<file path="config.mk">
export PLATFORM = sky130hd
export DESIGN_NAME = alu_arbiter
export DESIGN_NICKNAME = d
export VERILOG_FILES = /design/src/rtl/alu_arbiter.sv
export SDC_FILE = /design/constraint.sdc
export NUM_CORES = 1
export LEC_CHECK = 0
export ABC_AREA = 1
export CORE_MARGIN = 3
export CORE_UTILIZATION = 41
export CTS_BUF_LIST = sky130_fd_sc_hd__clkbuf_2 sky130_fd_sc_hd__clkbuf_4 sky130_fd_sc_hd__clkbuf_8
export CTS_CLUSTER_SIZE = 25
export DETAILED_ROUTE_END_ITERATION = 12
export PLACE_DENSITY = 0.83
export SLEW_MARGIN = 20
export SYNTH_ARGS = -nofsm -noshare
export SYNTH_HDL_FRONTEND = slang
export SYNTH_SLANG_ARGS = --single-unit
</file>
<file path="constraint.sdc">
create_clock -name clk -period 2.1 [get_ports clk]
set_input_delay 0.42 -clock clk [delete_from_list [all_inputs] [get_ports clk]]
set_output_delay 0.42 -clock clk [all_outputs]
set_load 0.02 [all_outputs]
</file>
<file path="src/rtl/alu_arbiter.sv">
// rtl/alu_arbiter.sv - round-robin arbiter sharing one data-processing ALU between DP and MEM ports
// Owns the NZCV flags register and evaluates DP condition codes against it.
`ifndef BIT_WIDTH
`define BIT_WIDTH 32
`endif
`ifndef DATAOP_SUB
`define DATAOP_SUB 4'h2
`endif
`ifndef DATAOP_ADD
`define DATAOP_ADD 4'h4
`endif
`ifndef DATAOP_TST
`define DATAOP_TST 4'h8
`endif
`ifndef DATAOP_TEQ
`define DATAOP_TEQ 4'h9
`endif
`ifndef DATAOP_CMP
`define DATAOP_CMP 4'hA
`endif

module alu_arbiter #(
    parameter int DATA_WIDTH = `BIT_WIDTH
) (
    input  logic                  clk,
    input  logic                  reset,
    input  logic                  dp_req_valid,
    output logic                  dp_req_ready,
    input  logic [3:0]            dp_op,
    input  logic [DATA_WIDTH-1:0] dp_a,
    input  logic [DATA_WIDTH-1:0] dp_b,
    input  logic [3:0]            dp_cond,
    input  logic                  dp_set_flags,
    output logic                  dp_rsp_valid,
    input  logic                  dp_rsp_ready,
    output logic [DATA_WIDTH-1:0] dp_rsp_result,
    output logic                  dp_rsp_executed,
    output logic                  dp_rsp_write_rd,
    input  logic                  mem_req_valid,
    output logic                  mem_req_ready,
    input  logic [DATA_WIDTH-1:0] mem_base,
    input  logic [DATA_WIDTH-1:0] mem_offset,
    input  logic                  mem_up,
    output logic                  mem_rsp_valid,
    input  logic                  mem_rsp_ready,
    output logic [DATA_WIDTH-1:0] mem_rsp_addr,
    output logic [3:0]            alu_op,
    output logic [DATA_WIDTH-1:0] alu_a,
    output logic [DATA_WIDTH-1:0] alu_b,
    input  logic [DATA_WIDTH:0]   alu_result,
    input  logic                  alu_n,
    input  logic                  alu_z,
    input  logic                  alu_c,
    input  logic                  alu_v,
    output logic [3:0]            flags_nzcv,
    output logic                  busy
);

    typedef enum logic [1:0] {
        S_IDLE,
        S_EXEC,
        S_RESP
    } state_t;

    state_t     state;
    logic       last_grant_mem;
    logic       owner_mem;
    logic [3:0] lat_cond;
    logic       lat_set_flags;

    logic grant_dp;
    logic grant_mem;
    logic pass;
    logic is_test_op;
    logic alu_result_unused;

    assign alu_result_unused = alu_result[DATA_WIDTH];

    // Round-robin: on a tie the port that did not win last time is granted.
    assign grant_dp      = dp_req_valid  & (~mem_req_valid | last_grant_mem);
    assign grant_mem     = mem_req_valid & (~dp_req_valid  | ~last_grant_mem);
    assign dp_req_ready  = (state == S_IDLE) & grant_dp;
    assign mem_req_ready = (state == S_IDLE) & grant_mem;
    assign busy          = (state != S_IDLE);

    function automatic logic cond_eval(input logic [3:0] cond, input logic [3:0] f);
        logic n, z, c, v;
        {n, z, c, v} = f;
        case (cond)
            4'h0:    cond_eval = z;
            4'h1:    cond_eval = ~z;
            4'h2:    cond_eval = c;
            4'h3:    cond_eval = ~c;
            4'h4:    cond_eval = n;
            4'h5:    cond_eval = ~n;
            4'h6:    cond_eval = v;
            4'h7:    cond_eval = ~v;
            4'h8:    cond_eval = c & ~z;
            4'h9:    cond_eval = ~c | z;
            4'hA:    cond_eval = (n == v);
            4'hB:    cond_eval = (n != v);
            4'hC:    cond_eval = ~z & (n == v);
            4'hD:    cond_eval = z | (n != v);
            default: cond_eval = 1'b1;
        endcase
    endfunction

    // alu_op still holds the latched DP opcode throughout EXEC.
    assign pass       = cond_eval(lat_cond, flags_nzcv);
    assign is_test_op = (alu_op == `DATAOP_TST) || (alu_op == `DATAOP_TEQ) ||
                        (alu_op == `DATAOP_CMP);

    always_ff @(posedge clk) begin
        if (reset) begin
            state           <= S_IDLE;
            last_grant_mem  <= 1'b1;
            owner_mem       <= 1'b0;
            lat_cond        <= 4'h0;
            lat_set_flags   <= 1'b0;
            flags_nzcv      <= 4'h0;
            dp_rsp_valid    <= 1'b0;
            dp_rsp_result   <= '0;
            dp_rsp_executed <= 1'b0;
            dp_rsp_write_rd <= 1'b0;
            mem_rsp_valid   <= 1'b0;
            mem_rsp_addr    <= '0;
            alu_op          <= 4'h0;
            alu_a           <= '0;
            alu_b           <= '0;
        end else begin
            case (state)
                S_IDLE: begin
                    if (dp_req_ready) begin
                        owner_mem      <= 1'b0;
                        last_grant_mem <= 1'b0;
                        lat_cond       <= dp_cond;
                        lat_set_flags  <= dp_set_flags;
                        alu_op         <= dp_op;
                        alu_a          <= dp_a;
                        alu_b          <= dp_b;
                        state          <= S_EXEC;
                    end else if (mem_req_ready) begin
                        owner_mem      <= 1'b1;
                        last_grant_mem <= 1'b1;
                        alu_op         <= mem_up ? `DATAOP_ADD : `DATAOP_SUB;
                        alu_a          <= mem_base;
                        alu_b          <= mem_offset;
                        state          <= S_EXEC;
                    end
                end
                S_EXEC: begin
                    if (owner_mem) begin
                        mem_rsp_addr  <= alu_result[DATA_WIDTH-1:0];
                        mem_rsp_valid <= 1'b1;
                    end else begin
                        dp_rsp_valid <= 1'b1;
                        if (pass) begin
                            dp_rsp_result   <= alu_result[DATA_WIDTH-1:0];
                            dp_rsp_executed <= 1'b1;
                            dp_rsp_write_rd <= ~is_test_op;
                            if (lat_set_flags || is_test_op)
                                flags_nzcv <= {alu_n, alu_z, alu_c, alu_v};
                        end else begin
                            dp_rsp_result   <= '0;
                            dp_rsp_executed <= 1'b0;
                            dp_rsp_write_rd <= 1'b0;
                        end
                    end
                    alu_op <= 4'h0;
                    alu_a  <= '0;
                    alu_b  <= '0;
                    state  <= S_RESP;
                end
                S_RESP: begin
                    if (owner_mem && mem_rsp_ready) begin
                        mem_rsp_valid <= 1'b0;
                        state         <= S_IDLE;
                    end else if (!owner_mem && dp_rsp_ready) begin
                        dp_rsp_valid <= 1'b0;
                        state        <= S_IDLE;
                    end
                end
                default: state <= S_IDLE;
            endcase
        end
    end

endmodule

</file>
# After elaboration in Yosys (flattened, before gate mapping)
# Cells that the tools add are included.
# op_classes
multipliers	0
n_addsub	0
shift	0
n_eq_ne	27
muxes	28
n_reduce_logical	21
div	0
n_bitwise	19
order_cmp	0
# op_table
operator	n
two-way mux 32 bit	5
case mux 32 bit (2 select lines)	2
equality test 4 bit, second input constant	9
equality test 4 x 3 -> 1 bit, second input constant	4
case mux 1 bit (14 select lines)	1
AND reduction 2 bit	6
!= test 2 bit, second input constant	5
two-way mux 1 bit	9
inverter 1 bit	9
equality test 4 x 2 -> 1 bit, second input constant	2
two-way mux 2 bit	4
two-way mux 4 bit	2
case mux 4 bit (2 select lines)	1
AND reduction 4 bit	2
nonzero test 2 bit	4
AND 1 bit	6
!= test 3 bit, second input constant	2
case mux 2 bit (3 select lines)	1
equality test 4 x 1 -> 1 bit, second input constant	1
zero test 4 bit	1
bitwise OR 1 bit	4
case mux 1 bit (2 select lines)	2
logical OR 1 bit	3
two-way mux 3 bit	1
8 further kinds	9
# word_totals
in_bits	181
rom_bits	0
memories	0
latch_bits	0
reg_bits	149
mem_bits_rw	0
out_inout_bits	143

# Longest topological paths before layout
# depth
ltp_word	7
mapped_depth	13
ltp_nobuf	12

# Least setup slack after synthesis
# Ideal clock, no wire load.
# synth_path
path_kind	reg-to-output
start	reg state[0]
end	out dp_req_ready
path_buffers	2
setup_slack_ns	0.424
stages_incl_launch_ff	9
required_time_ns	1.680
t_arrival_ns	1.256
path_cell_list	dfxtp_1 -> inv_1 -> ha_1 -> nand2_1 -> inv_2 -> nand2_1 -> inv_2 -> buf_2 -> buf_4
# synth_between
elab_chain_cells	2
# synth_rtl
item	line	source
start, declared	65	state_t state;
start signal, assigned	115	state <= S_IDLE;
start signal, assigned	141	state <= S_EXEC;
start signal, assigned	148	state <= S_EXEC;
zero test 2 bit	82	assign dp_req_ready = (state == S_IDLE) & grant_dp;
AND 1 bit	82	
end, declared	28	output logic dp_req_ready,
# No other way between the ends.

# Worst setup path in the final report
# Ends and elaborated chain as after synthesis.

==> flow_summary_export.csv <==
group,metric,value,unit
status,status,"complete, no violations",
yosys,yosysWarningCount,0,
clocking,cts.sinks,149,
floorplan,ios,324,
timing,tightest_slew,604,ps
floorplan,dieArea,16800,um^2
setup_path,startpoint_type,"register",
worst_hold_path,hold_end,"lat_set_flags",
timing,rsz0062_at_grt,"no",
placement,place.port_buffers,322,
clocking,clk_latency,440,ps
floorplan,core_area,14700,um^2
timing,slew_headroom,0.597,
global_routing,grt_overflow,0,
global_routing,grt_use_met3,0.0927,
global_routing,track_usage,0.252,
global_routing,grt_pass1_vias,6398,
timing,fmax,502,MHz
setup_path,r2r_end,"alu_b[8]",
worst_hold_path,hp-class,"register to register",
placement,post-dp-hpwl,15900,um
yosys,synth_edf_count,0,
layout,finalInstanceArea,10100,um^2
yosys,synth_cells,877,
yosys,async_reset_ff_frac,0,
yosys,synthesis.nets,1061,
timing,post-route-period-util,0.948,
clocking,clock_path_buffers,2,
layout,drive_gt1_frac,0.0773,
setup_path,crit_path_top_delay_cell,"dfxtp_1",
global_routing,met2_usage,0.432,
clocking,htree_levels,4,
setup_path,cpMostUsedCell,"inv_2",
timing,holdWs,455,ps
power_and_ir_drop,irDropWorstVdd,0.736,mV
timing,timing.setup.tns,0,ps
drt,first_iter_violations,362,
drt,drc,0,
setup_path,reg2reg_depth,11,
layout,seqCellArea,2980,um^2
timing,timing_max_transition_violations_final,0,
yosys,synth.area.mux_share,0,
layout,multi_input_area,2890,um^2
drt,wl_per_cell,16.1,um
setup_path,worstSetupPathType,"register to output port",
power_and_ir_drop,power_density,1150,nW/um^2
yosys,synth.distinct_cells,25,
yosys,synth-compound-area-share,0.190,
clocking,cts-root-buf,"clkbuf_8",
yosys,synth.most_common_cell,"nor2_1",
clocking,cts_tree,"built",
global_routing,grt_use_met1,0.286,
global_routing,busiest_layer,"met2",
setup_path,r2r_slack,390,ps
setup_path,crit_path_max_fanout,5,
floorplan,die_y,129,um
global_routing,antenna_found_initial,1,
yosys,synthFlopType,"dfxtp_1",
drt,wl,22200,um
timing,layout_min_cycle_time,1990,ps
floorplan,row_count,44,
setup_path,endpoint_kind,"output port",
placement,place_area,9730,um^2
placement,gp_congestion,0.914,
layout,n_fill_cell,1237,
yosys,synth_top_area_frac,0.477,
yosys,synth-xor-area-share,0,
floorplan,die_width,129,um
layout,layout.cells.non_filler,1376,
placement,placedCellCount,1342,
setup_path,slowest_delay,330,ps
power_and_ir_drop,leakagePower,3.74,nW
timing,skew,8.90,ps
drt,final_antenna_net_count,0,
yosys,yosysTopAreaCell,"dfxtp_1",
yosys,synth_area,6250,um^2
clocking,post_cts_buffers,0,
layout,fin_nets,1361,
worst_hold_path,min_from,"lat_set_flags",
yosys,synth_seq_cells,149,
yosys,synth_area_leaders,"dfxtp_1, nor2_1, nand2_1, a21oi_1, o21ai_0",
setup_path,crit_required,1680,ps
floorplan,initial_core_util,0.425,
yosys,synth_commonest_cells,"nor2_1, dfxtp_1, nand2_1",
clocking,cts_buffers,17,
yosys,yosys.area_share.simple,0.261,
yosys,syn_avg_cell_area,7.13,um^2
global_routing,grt_max_degree,103,
drt,viasPerCell,5.00,
yosys,synth_fa_ha_area_frac,0.00601,
timing,hold_viol_final,0,
clocking,clk_pin_slew,80,ps
setup_path,crit_arrival,1570,ps
yosys,synth_top_family_by_area,"simple AND/OR/NAND/NOR gates",
setup_path,worstPathCellList,"inv_2 -> ha_4 -> nand2_1 -> inv_2 -> nand2_2 -> inv_4 -> buf_4",
timing,setup_viol,0,
yosys,synth-seq-area-share,0.477,
layout,area_growth,61.8,%
global_routing,grt_pass1_wl,33500,um
drt,vias,6884,
drt,drt-pass1-iter-count,5,
setup_path,r2r-start,"state[0]",
run,maxCapViolCount,0,
worst_hold_path,whs_path_depth,2,
how the worst max path moves through the flow:
stage / startpoint / to / slack [ps] / depth (start not counted)
3_3_place_gp: mem_req_valid / mem_req_ready / -90 / 4
5_1_grt: state[0] / dp_req_ready / 20 / 7
4_1_cts: state[0] / dp_req_ready / 20 / 7
6_report: state[0] / dp_req_ready / 110 / 7
3_5_place_dp: mem_req_valid / mem_req_ready / -80 / 4
2_1_floorplan: state[0] / dp_req_ready / 420 / 8
kinds of logic (layout without fill, tap and decap cells):
kind of cell | count (synthesis) | count (layout)
AOI/OAI and AO/OA | 228 | 228
adders and majority gates | 3 | 3
buffers and inverters | 97 | 410
DFF | 149 | 149
other | 0 | 2
and+or+nand+nor | 400 | 400
layout make-up:
cell class	count	share of cell area
tap	184	0.0228
timing repair buffer	343	0.347
clock inverter	13	0.0106
multi-input combinational	631	0.285
sequential	149	0.295
clock buffer	19	0.0252
antenna	2	0.000495
inverter	35	0.0132
layer usage:
layer,part of all wire,vias to the layer above,wire [um]
met4,0.025,0,550
met5,0,-,0
met3,0.094,37,2080
met1,0.39,3123,8600
li1,-,3446,-
met2,0.49,278,10900
stage by stage:
step / power, W / util / worst slack (ps)
after CTS: 0.0117 / 0.688 / 16.9
final: 0.0117 / 0.688 / 109
after global placement: 0.00952 / 0.662 / -90.0
after floorplan: 0.00704 / - / 424
after detailed placement: 0.00961 / 0.662 / -81.4
after global routing: 0.0124 / 0.688 / 17.6
placed cells by master, fill, tap and decap left out, types with 3 or more instances in the layout:
cell type / Yosys / layout
clkinv_2: 0 / 6
dfxtp_1: 149 / 149
inv_1: 28 / 26
a21oi_1: 105 / 104
clkbuf_8: 0 / 18
nand2_2: 1 / 3
o21ai_0: 91 / 91
nor2_1: 207 / 206
buf_12: 0 / 11
nand3_1: 32 / 32
a21oi_2: 10 / 11
clkdlybuf4s50_1: 0 / 318
buf_4: 1 / 12
inv_2: 7 / 8
nand3_2: 11 / 11
o21ai_1: 18 / 18
nand4_1: 5 / 5
nand2_1: 141 / 139
clkinvlp_4: 0 / 4
report_power, final:
part / internal (W) / switching [W]
Sequential: 0.00349 / 0.000371
Clock: 0.000971 / 0.00109
Combinational: 0.00246 / 0.00329
worst max-delay path: cells and delay by family (launching register included):
family        cells  cell delay [ps]
fa+ha+maj         1              170
flops             1              330
simple gates      2              190
buf+inv           4              450
timing repair:
| item | 4_1_cts | 5_1_grt |
|---|---|---|
| endpoints found under the setup margin | 3 | 2 |
| gates resized for setup | 7 | 3 |
| hold buffers | 0 | 0 |
state kept, by name (all words and copies together) (netlist names):
register         flops
lat_set_flags        1
last_grant_mem       1
dp_rsp_result       32
alu_op               4
state                2
dp_rsp_valid         1
mem_rsp_addr        32
dp_rsp_executed      1
flags_nzcv           4
dp_rsp_write_rd      1
alu_a               32
mem_rsp_valid        1
lat_cond             4
owner_mem            1
alu_b               32
(Power assumes the default switching activity.)
